**config.mk**
```make
export PLATFORM = sky130hd
export DESIGN_NAME = mem_lsu
export DESIGN_NICKNAME = d
export VERILOG_FILES = /design/src/rtl/pipeline_pkg.sv /design/src/rtl/lsu_load_align.sv /design/src/rtl/mem_lsu.sv
export SDC_FILE = /design/constraint.sdc
export NUM_CORES = 1
export LEC_CHECK = 0
export ABC_AREA = 1
export CORE_ASPECT_RATIO = 0.6
export CORE_MARGIN = 4
export CORE_UTILIZATION = 48
export CTS_CLUSTER_DIAMETER = 30
export DETAILED_ROUTE_END_ITERATION = 12
export GPL_TIMING_DRIVEN = 0
export HOLD_SLACK_MARGIN = 0.06
export PLACE_DENSITY = 0.92
export SYNTH_ARGS = -nofsm -noshare
export SYNTH_HDL_FRONTEND = slang
export SYNTH_SLANG_ARGS = --single-unit
```
**constraint.sdc**
```tcl
create_clock -name clk -period 9.7 [get_ports clk]
set_input_delay 1.94 -clock clk [delete_from_list [all_inputs] [get_ports clk]]
set_output_delay 1.94 -clock clk [all_outputs]
set_load 0.02 [all_outputs]
```
**src/rtl/pipeline_pkg.sv**
```systemverilog
// pipeline_pkg: shared types and constants for the pipeline memory stage.
// Holds the LSU state encoding, the RV32I load/store funct3 codes and the
// small pure helpers used to decode legality, byte enables and store lanes.
package pipeline_pkg;

    typedef enum logic [1:0] {
        IDLE = 2'd0,
        REQ  = 2'd1,
        WAIT = 2'd2,
        DONE = 2'd3
    } lsu_state_t;

    // Load funct3 codes
    localparam logic [2:0] F3_LB  = 3'b000;
    localparam logic [2:0] F3_LH  = 3'b001;
    localparam logic [2:0] F3_LW  = 3'b010;
    localparam logic [2:0] F3_LBU = 3'b100;
    localparam logic [2:0] F3_LHU = 3'b101;

    // Store funct3 codes
    localparam logic [2:0] F3_SB  = 3'b000;
    localparam logic [2:0] F3_SH  = 3'b001;
    localparam logic [2:0] F3_SW  = 3'b010;

    // True when the funct3 is defined for the direction and the address is naturally aligned
    function automatic logic access_legal(input logic write, input logic [2:0] funct3,
                                          input logic [1:0] offset);
        logic legal;
        legal = 1'b0;
        if (write) begin
            if (funct3 == F3_SB)      legal = 1'b1;
            else if (funct3 == F3_SH) legal = ~offset[0];
            else if (funct3 == F3_SW) legal = (offset == 2'b00);
        end else begin
            if (funct3 == F3_LB || funct3 == F3_LBU)      legal = 1'b1;
            else if (funct3 == F3_LH || funct3 == F3_LHU) legal = ~offset[0];
            else if (funct3 == F3_LW)                     legal = (offset == 2'b00);
        end
        return legal;
    endfunction

    // Byte enables for the word-aligned bus; loads always fetch the full word
    function automatic logic [3:0] lane_be(input logic write, input logic [2:0] funct3,
                                           input logic [1:0] offset);
        logic [3:0] be;
        be = 4'b1111;
        if (write && funct3 == F3_SB)      be = 4'b0001 << offset;
        else if (write && funct3 == F3_SH) be = 4'b0011 << offset;
        return be;
    endfunction

    // Store data replicated across lanes so the byte enables pick the right copy
    function automatic logic [31:0] lane_wdata(input logic [2:0] funct3, input logic [31:0] wdata);
        logic [31:0] data;
        data = wdata;
        if (funct3 == F3_SB)      data = {4{wdata[7:0]}};
        else if (funct3 == F3_SH) data = {2{wdata[15:0]}};
        return data;
    endfunction

endpackage

```
**src/rtl/lsu_load_align.sv**
```systemverilog
// lsu_load_align: selects the addressed byte/halfword out of a 32-bit read
// word and sign- or zero-extends it according to the load funct3.
module lsu_load_align
    import pipeline_pkg::*;
(
    input  logic [31:0] rdata,
    input  logic [2:0]  funct3,
    input  logic [1:0]  offset,
    output logic [31:0] data
);

    logic [7:0]  byte_sel;
    logic [15:0] half_sel;

    // Lane selection followed by extension
    always_comb begin
        case (offset)
            2'd0:    byte_sel = rdata[7:0];
            2'd1:    byte_sel = rdata[15:8];
            2'd2:    byte_sel = rdata[23:16];
            default: byte_sel = rdata[31:24];
        endcase
        half_sel = offset[1] ? rdata[31:16] : rdata[15:0];
        case (funct3)
            F3_LB:   data = {{24{byte_sel[7]}}, byte_sel};
            F3_LBU:  data = {24'h0, byte_sel};
            F3_LH:   data = {{16{half_sel[15]}}, half_sel};
            F3_LHU:  data = {16'h0, half_sel};
            default: data = rdata;
        endcase
    end

endmodule

```
**src/rtl/mem_lsu.sv**
```systemverilog
// mem_lsu: MEM-stage load/store unit for an RV32I pipeline.
// Captures a legal memory instruction from EX/MEM, runs one transfer on the
// data-memory bus and stalls the pipeline until the result is available.
// Optional: define LSU_TIMEOUT_EN to add a bus-wait timeout of TIMEOUT_CYCLES
// cycles that aborts the transfer with bus_err.
//
// Bus handshake: dmem_req is a valid signal held high, with dmem_we/addr/be/
// wdata stable, until the cycle dmem_gnt (ready) is high; that cycle is the
// transfer. Load data may return with dmem_rvalid in the grant cycle or any
// later cycle; dmem_rvalid is ignored unless a transfer is outstanding.
module mem_lsu
    import pipeline_pkg::*;
#(
    parameter int TIMEOUT_CYCLES = 16
) (
    input  logic        clk,
    input  logic        reset,
    input  logic        req_valid,
    input  logic        req_write,
    input  logic [2:0]  req_funct3,
    input  logic [31:0] req_addr,
    input  logic [31:0] req_wdata,
    output logic        dmem_req,
    output logic        dmem_we,
    output logic [31:0] dmem_addr,
    output logic [3:0]  dmem_be,
    output logic [31:0] dmem_wdata,
    input  logic        dmem_gnt,
    input  logic        dmem_rvalid,
    input  logic [31:0] dmem_rdata,
    output logic        stall,
    output logic [31:0] load_data,
    output logic        access_err,
    output logic        bus_err,
    output lsu_state_t  fsm_state
);

    lsu_state_t  state;
    logic        we_q;
    logic [2:0]  funct3_q;
    logic [1:0]  offset_q;
    logic [31:0] addr_q;
    logic [3:0]  be_q;
    logic [31:0] wdata_q;
    logic [31:0] load_data_q;
    logic [31:0] aligned;
    logic        req_legal;
    logic        accept;
    logic        reject;
    logic        busy;
    logic        complete;
    logic        timed_out;

    lsu_load_align u_align (
        .rdata  (dmem_rdata),
        .funct3 (funct3_q),
        .offset (offset_q),
        .data   (aligned)
    );

    // Request decode and transfer-completion detection
    always_comb begin
        req_legal = access_legal(req_write, req_funct3, req_addr[1:0]);
        accept    = (state == IDLE) && req_valid && req_legal && !reset;
        reject    = (state == IDLE) && req_valid && !req_legal && !reset;
        busy      = (state == REQ) || (state == WAIT);
        complete  = ((state == REQ) && dmem_gnt && (we_q || dmem_rvalid)) ||
                    ((state == WAIT) && dmem_rvalid);
    end

    assign stall      = accept || busy;
    assign access_err = reject;
    assign dmem_req   = (state == REQ);
    assign dmem_we    = we_q;
    assign dmem_addr  = addr_q;
    assign dmem_be    = be_q;
    assign dmem_wdata = wdata_q;
    assign load_data  = (state == DONE) ? load_data_q : 32'h0;
    assign fsm_state  = state;

`ifdef LSU_TIMEOUT_EN
    localparam int CNT_W = $clog2(TIMEOUT_CYCLES + 1);

    logic [CNT_W-1:0] wait_cnt;
    logic             err_q;

    assign timed_out = busy && (wait_cnt == CNT_W'(TIMEOUT_CYCLES - 1));
    assign bus_err   = err_q;

    // Count cycles spent on the bus; flag a timeout for the single DONE cycle
    always_ff @(posedge clk or posedge reset) begin
        if (reset) begin
            wait_cnt <= '0;
            err_q    <= 1'b0;
        end else begin
            wait_cnt <= busy ? (wait_cnt + CNT_W'(1)) : '0;
            err_q    <= timed_out && !complete;
        end
    end
`else
    assign timed_out = 1'b0;
    assign bus_err   = 1'b0;
`endif

    // Transfer sequencer: capture, request, wait for data, one-cycle result
    always_ff @(posedge clk or posedge reset) begin
        if (reset) begin
            state       <= IDLE;
            we_q        <= 1'b0;
            funct3_q    <= 3'b000;
            offset_q    <= 2'b00;
            addr_q      <= 32'h0;
            be_q        <= 4'b0000;
            wdata_q     <= 32'h0;
            load_data_q <= 32'h0;
        end else begin
            case (state)
                IDLE: begin
                    if (accept) begin
                        we_q     <= req_write;
                        funct3_q <= req_funct3;
                        offset_q <= req_addr[1:0];
                        addr_q   <= {req_addr[31:2], 2'b00};
                        be_q     <= lane_be(req_write, req_funct3, req_addr[1:0]);
                        wdata_q  <= req_write ? lane_wdata(req_funct3, req_wdata) : 32'h0;
                        state    <= REQ;
                    end
                end
                REQ, WAIT: begin
                    if (complete) begin
                        if (!we_q) load_data_q <= aligned;
                        state <= DONE;
                    end else if (timed_out) begin
                        state <= DONE;
                    end else if (state == REQ && dmem_gnt) begin
                        state <= WAIT;
                    end
                end
                default: begin
                    load_data_q <= 32'h0;
                    state       <= IDLE;
                end
            endcase
        end
    end

endmodule
```
# Word-level counts from Yosys, hierarchy flattened
# Cells that the tools add are included.
totals:
  elab_cells: 77
  inputBits: 105
  reg_bits: 106
classes:
  muxes: 22
  reduce_logical: 27
  n_shift: 2
  n_eq_ne: 16
  n_bitwise: 2
ops:
  columns: ["operator", "n"]
  rows:
  - ["$mux W32", 6]
  - ["$pmux W32 S4", 1]
  - ["$pmux W32 S2", 1]
  - ["$pmux W8 S3", 1]
  - ["$mux W16", 1]
  - ["$eq A3 B3 Y1 const B", 4]
  - ["$logic_and A1 B1 Y1", 10]
  - ["$mux W4", 2]
  - ["$eq A2 B2 Y1 const B", 3]
  - ["$eq A3 B1 Y1 const B", 2]
  - ["$logic_not A2 Y1", 3]
  - ["$logic_not A3 Y1", 2]
  - ["$logic_or A1 B1 Y1", 6]
  - ["$mux W1", 6]
  - ["$mux W2", 3]
  - ["$ne A2 B2 Y1 const B", 3]
  - ["$eq A2 B1 Y1 const B", 2]
  - ["$pmux W2 S2", 1]
  - ["$reduce_and A2 Y1", 2]
  - ["$shl A1 B2 Y4 const A", 1]
  - ["$shl A2 B2 Y4 const A", 1]
  - ["$eq A3 B2 Y1 const B", 1]
  - ["$ne A3 B3 Y1 const B", 1]
  - ["$reduce_and A3 Y1", 1]
  - ["other kinds (3)", 5]

# Longest topological paths before layout
depth:
  word_depth: 9
  depth_mapped: 12
  depth_no_buf: 11

# Hierarchy
# A second synthesis with hierarchy kept.
unflattened:
  cells_unflattened: 854
  area_unflattened_um2: 5905.7
by_module_without_submodules:
  columns: ["module", "area_each_um2", "cells_per_inst", "seq_area_each_um2", "instances"]
  rows:
  - ["mem_lsu", 5009.8, 662, 2652.5, 1]
  - ["lsu_load_align", 895.9, 192, 0.0, 1]

# Worst setup path before layout
# OpenSTA, ideal clock, no wires.
synth_timing:
  path_kind: "input to output"
  start: "input reset"
  end: "output stall"
  path_buffers: 1
  slack_ps: 2631
  arrival_ps: 5129
  stages: 6
  path_cell_list: "inv_1 > nand3_1 > inv_1 > nand2_2 > buf_2 > nand2_1"
synth_between:
  elab_chain_len: 3
synth_lines:
  columns: ["element", "line", "text"]
  rows:
  - ["from (decl)", "mem_lsu.sv:17", "input logic reset,"]
  - ["$logic_not A1 Y1 (no line)", null, null]
  - ["$logic_and A1 B1 Y1", "mem_lsu.sv:64", "accept = (state == IDLE) && req_valid && req_legal && !reset;"]
  - ["$logic_or A1 B1 Y1", "mem_lsu.sv:71", "assign stall = accept || busy;"]
  - ["to (decl)", "mem_lsu.sv:31", "output logic stall,"]
# Every way passes these cells.

# Final worst setup path
# Ends and elaborated chain as after synthesis.

==> flow_metrics.py <==
metrics = {
    "run_status": {
        "status": "finished clean",
    },
    "clock_network": {
        "cts_num_sinks": 106,
        "ctsHoldBuffers": 0,
        "cts_root_buffer": "clkbuf_16",
        "postCtsSetupRepairBufs": 0,
        "cts_max_path_buffers": 2,
        "clk_pin_slew_ps": 80,
        "cts_resized": 0,
        "clk_latency_ps": 340,
        "cts_tree": "built",
        "h-tree-depth": 3,
        "numCtsBuffers": 9,
    },
    "grt": {
        "antenna_found_initial": 0,
        "grt_max_degree": 62,
        "grtUsageMet2_pct": 39.1,
        "busiest_layer": "met2",
        "grt_first_pass_wirelength_um": 28800,
        "grt_pass1_vias": 5744,
        "grtUsageMet1_pct": 37.6,
        "met3_usage_pct": 9.58,
        "gr-total-overflow": 0,
        "grt_usage_pct": 26.4,
    },
    "final_layout": {
        "drive_above_1_share_pct": 6.34,
        "fin_nets": 1150,
        "syn_to_final_growth_pct": 46.2,
        "num_antenna_cells": 0,
        "utilization_pct": 72.7,
        "fill_cells": 903,
    },
    "sta": {
        "setup_viol": 0,
        "clock.fmax_ghz": 0.162,
        "finalHoldWorstSlack_ps": 483,
        "skew_ps": 14.0,
        "tightestPinTransition_ps": 596,
        "rsz0062_at_grt": "no",
        "post-route-min-period_ps": 6160,
        "setup-tns-final_ps": 0,
        "finalCritPeriodShare_pct": 63.5,
        "max_slew_margin_pct": 60.2,
        "final_max_slew_viol_count": 0,
        "hold_viol": 0,
    },
    "die": {
        "ios": 212,
        "dieArea_mm2": 0.0137,
        "start_util_pct": 49.7,
        "die_w_um": 149,
        "core-area_mm2": 0.0114,
        "die_h_um": 92.3,
        "row_count": 30,
    },
    "worst_hold_path": {
        "hp-class": "flop to flop",
        "whs_path_depth": 2,
    },
    "yosys": {
        "synth_largest_area_cell": "dfrtp_1",
        "yosys_warnings": 0,
        "ys_types": 29,
        "synthFlopType": "dfrtp_1",
        "syn-instance-count": 814,
        "synthTopCellsByArea": "dfrtp_1, nand2_1, inv_1",
        "syn_avg_cell_area_um2": 6.99,
        "syn_area_mm2": 0.00569,
        "yosysMostFrequentCell": "nand2_1",
        "synthArstFlopShare_pct": 100,
        "ys_top_cells_by_count": "nand2_1, dfrtp_1, inv_1",
        "seq_area_frac_synth_pct": 46.6,
        "synth_edf_count": 0,
        "synth_top_area_share_pct": 46.6,
        "synth-seq-cells": 106,
    },
    "routing": {
        "wl_per_cell_um": 15.0,
        "num_vias": 5931,
        "via_per_inst": 4.94,
        "firstDrtPassIters": 5,
        "drc_errors": 0,
        "wl_um": 18000,
        "drt_iter0_markers": 518,
        "ant_nets": 0,
    },
    "worst_setup_path": {
        "required_ps": 7760,
        "crit_arrival_ps": 4220,
        "crit_fanout": 47,
        "crit_path_start_kind": "input pin",
        "endpoint_kind": "primary output",
        "critPathKind": "input pin to primary output",
        "rr_worst_depth": 7,
    },
    "power_and_ir_drop": {
        "power_density_mw_per_mm2": 271,
        "finalPower_uw": 2260,
        "ir_drop_mv": 0.165,
        "p_leak_uw": 0.00450,
    },
    "run": {
        "cap_viol_max_count": 0,
    },
    "placement": {
        "hpwlAfterDp_um": 14400,
        "place.gp.congestion": 0.975,
        "io_buffer_count": 208,
    },
}
==> path summary, 6_finish.rpt <==
path / startpoint / endpoint / slack, ps
setup / recovery: reset / stall / 3540
hold / removal: dmem_addr[2] / dmem_addr[2] / 480
setup reg to reg: fsm_state[0] / load_data_q[5] / 7610
hold reg to reg: dmem_addr[2] / dmem_addr[2] / 480
max in group asynchronous: reset / load_data_q[13] / 6970
min in group asynchronous: reset / dmem_addr[15] / 2010
==> cell type report <==
| type | count | area (µm²) | area share (%) |
|---|---|---|---|
| repair buffers | 209 | 2110 | 25.4 |
| well taps | 160 | 200 | 2.41 |
| plain buffers | 37 | 220 | 2.65 |
| multi-input cells | 605 | 2570 | 30.9 |
| clock inverters | 6 | 81.3 | 0.977 |
| inverters | 68 | 260 | 3.13 |
| clock buffers | 10 | 229 | 2.75 |
| flip-flops and latches | 106 | 2650 | 31.9 |
==> flip-flops by register name, indices dropped and copies added (netlist names) <==
| signal | count |
|---|---|
| dmem_addr | 30 |
| dmem_be | 4 |
| dmem_wdata | 32 |
| load_data_q | 32 |
| dmem_we | 1 |
| funct3_q | 3 |
| offset_q | 2 |
| fsm_state | 2 |
==> critical path: stages <==
cell,delay [ps]
clkdlybuf4s50_1,440
inv_4,450
nand3_1,210
inv_1,110
nand2_2,120
buf_2,220
nand2_1,90
clkdlybuf4s50_1,610
==> stage by stage <==
step	instances	instance area [µm²]	setup slack [ps]
final	1201	8320	3540
after floorplan	816	5700	2630
after global routing	1201	8320	3310
after detailed placement	1185	8010	3490
after CTS	1201	8320	3500
after global placement	1184	7980	635
==> routing by layer <==
| layer | vias up | wire (µm) |
|---|---|---|
| li1 | 2910 | - |
| met1 | 2733 | 7980 |
| met2 | 278 | 7830 |
| met3 | 10 | 2120 |
| met4 | 0 | 118 |
| met5 | - | 0 |
==> cells in the final DEF, fill, tap and decap left out, types with 2 or more instances in the layout <==
cell,n
nand2_1,460
clkdlybuf4s50_1,208
dfrtp_1,106
inv_1,62
nand3_1,31
nor2_1,30
o21ai_0,22
nor3_1,19
buf_2,14
buf_4,13
clkbuf_1,9
ha_1,9
clkbuf_16,9
a21oi_1,6
o211ai_1,4
inv_6,4
nand2_2,3
inv_2,3
nor2_2,3
nand3b_1,3
or2_2,3
conb_1,3
inv_4,2
nand3_2,2
buf_6,2
nand3_4,2
==> kinds of logic (layout without fill, tap and decap cells) <==
logic type | after synthesis | count (layout) | share of synthesized area (%)
other | 1 | 3 | 0.0659
DFF | 106 | 106 | 46.6
and+or+nand+nor | 557 | 557 | 39.3
buffers and inverters | 105 | 330 | 8.40
AOI/OAI and AO/OA | 36 | 36 | 3.67
adders and majority gates | 9 | 9 | 1.98
==> power breakdown <==
group / leakage [µW] / switching [µW] / internal (µW) / total [µW]
sequential: 0.00139 / 124 / 638 / 762
combinational: 0.00297 / 647 / 468 / 1110
clock: 0.000151 / 173 / 207 / 380
total: 0.00450 / 944 / 1310 / 2260
No activity file was read; power rests on OpenSTA's default activity.
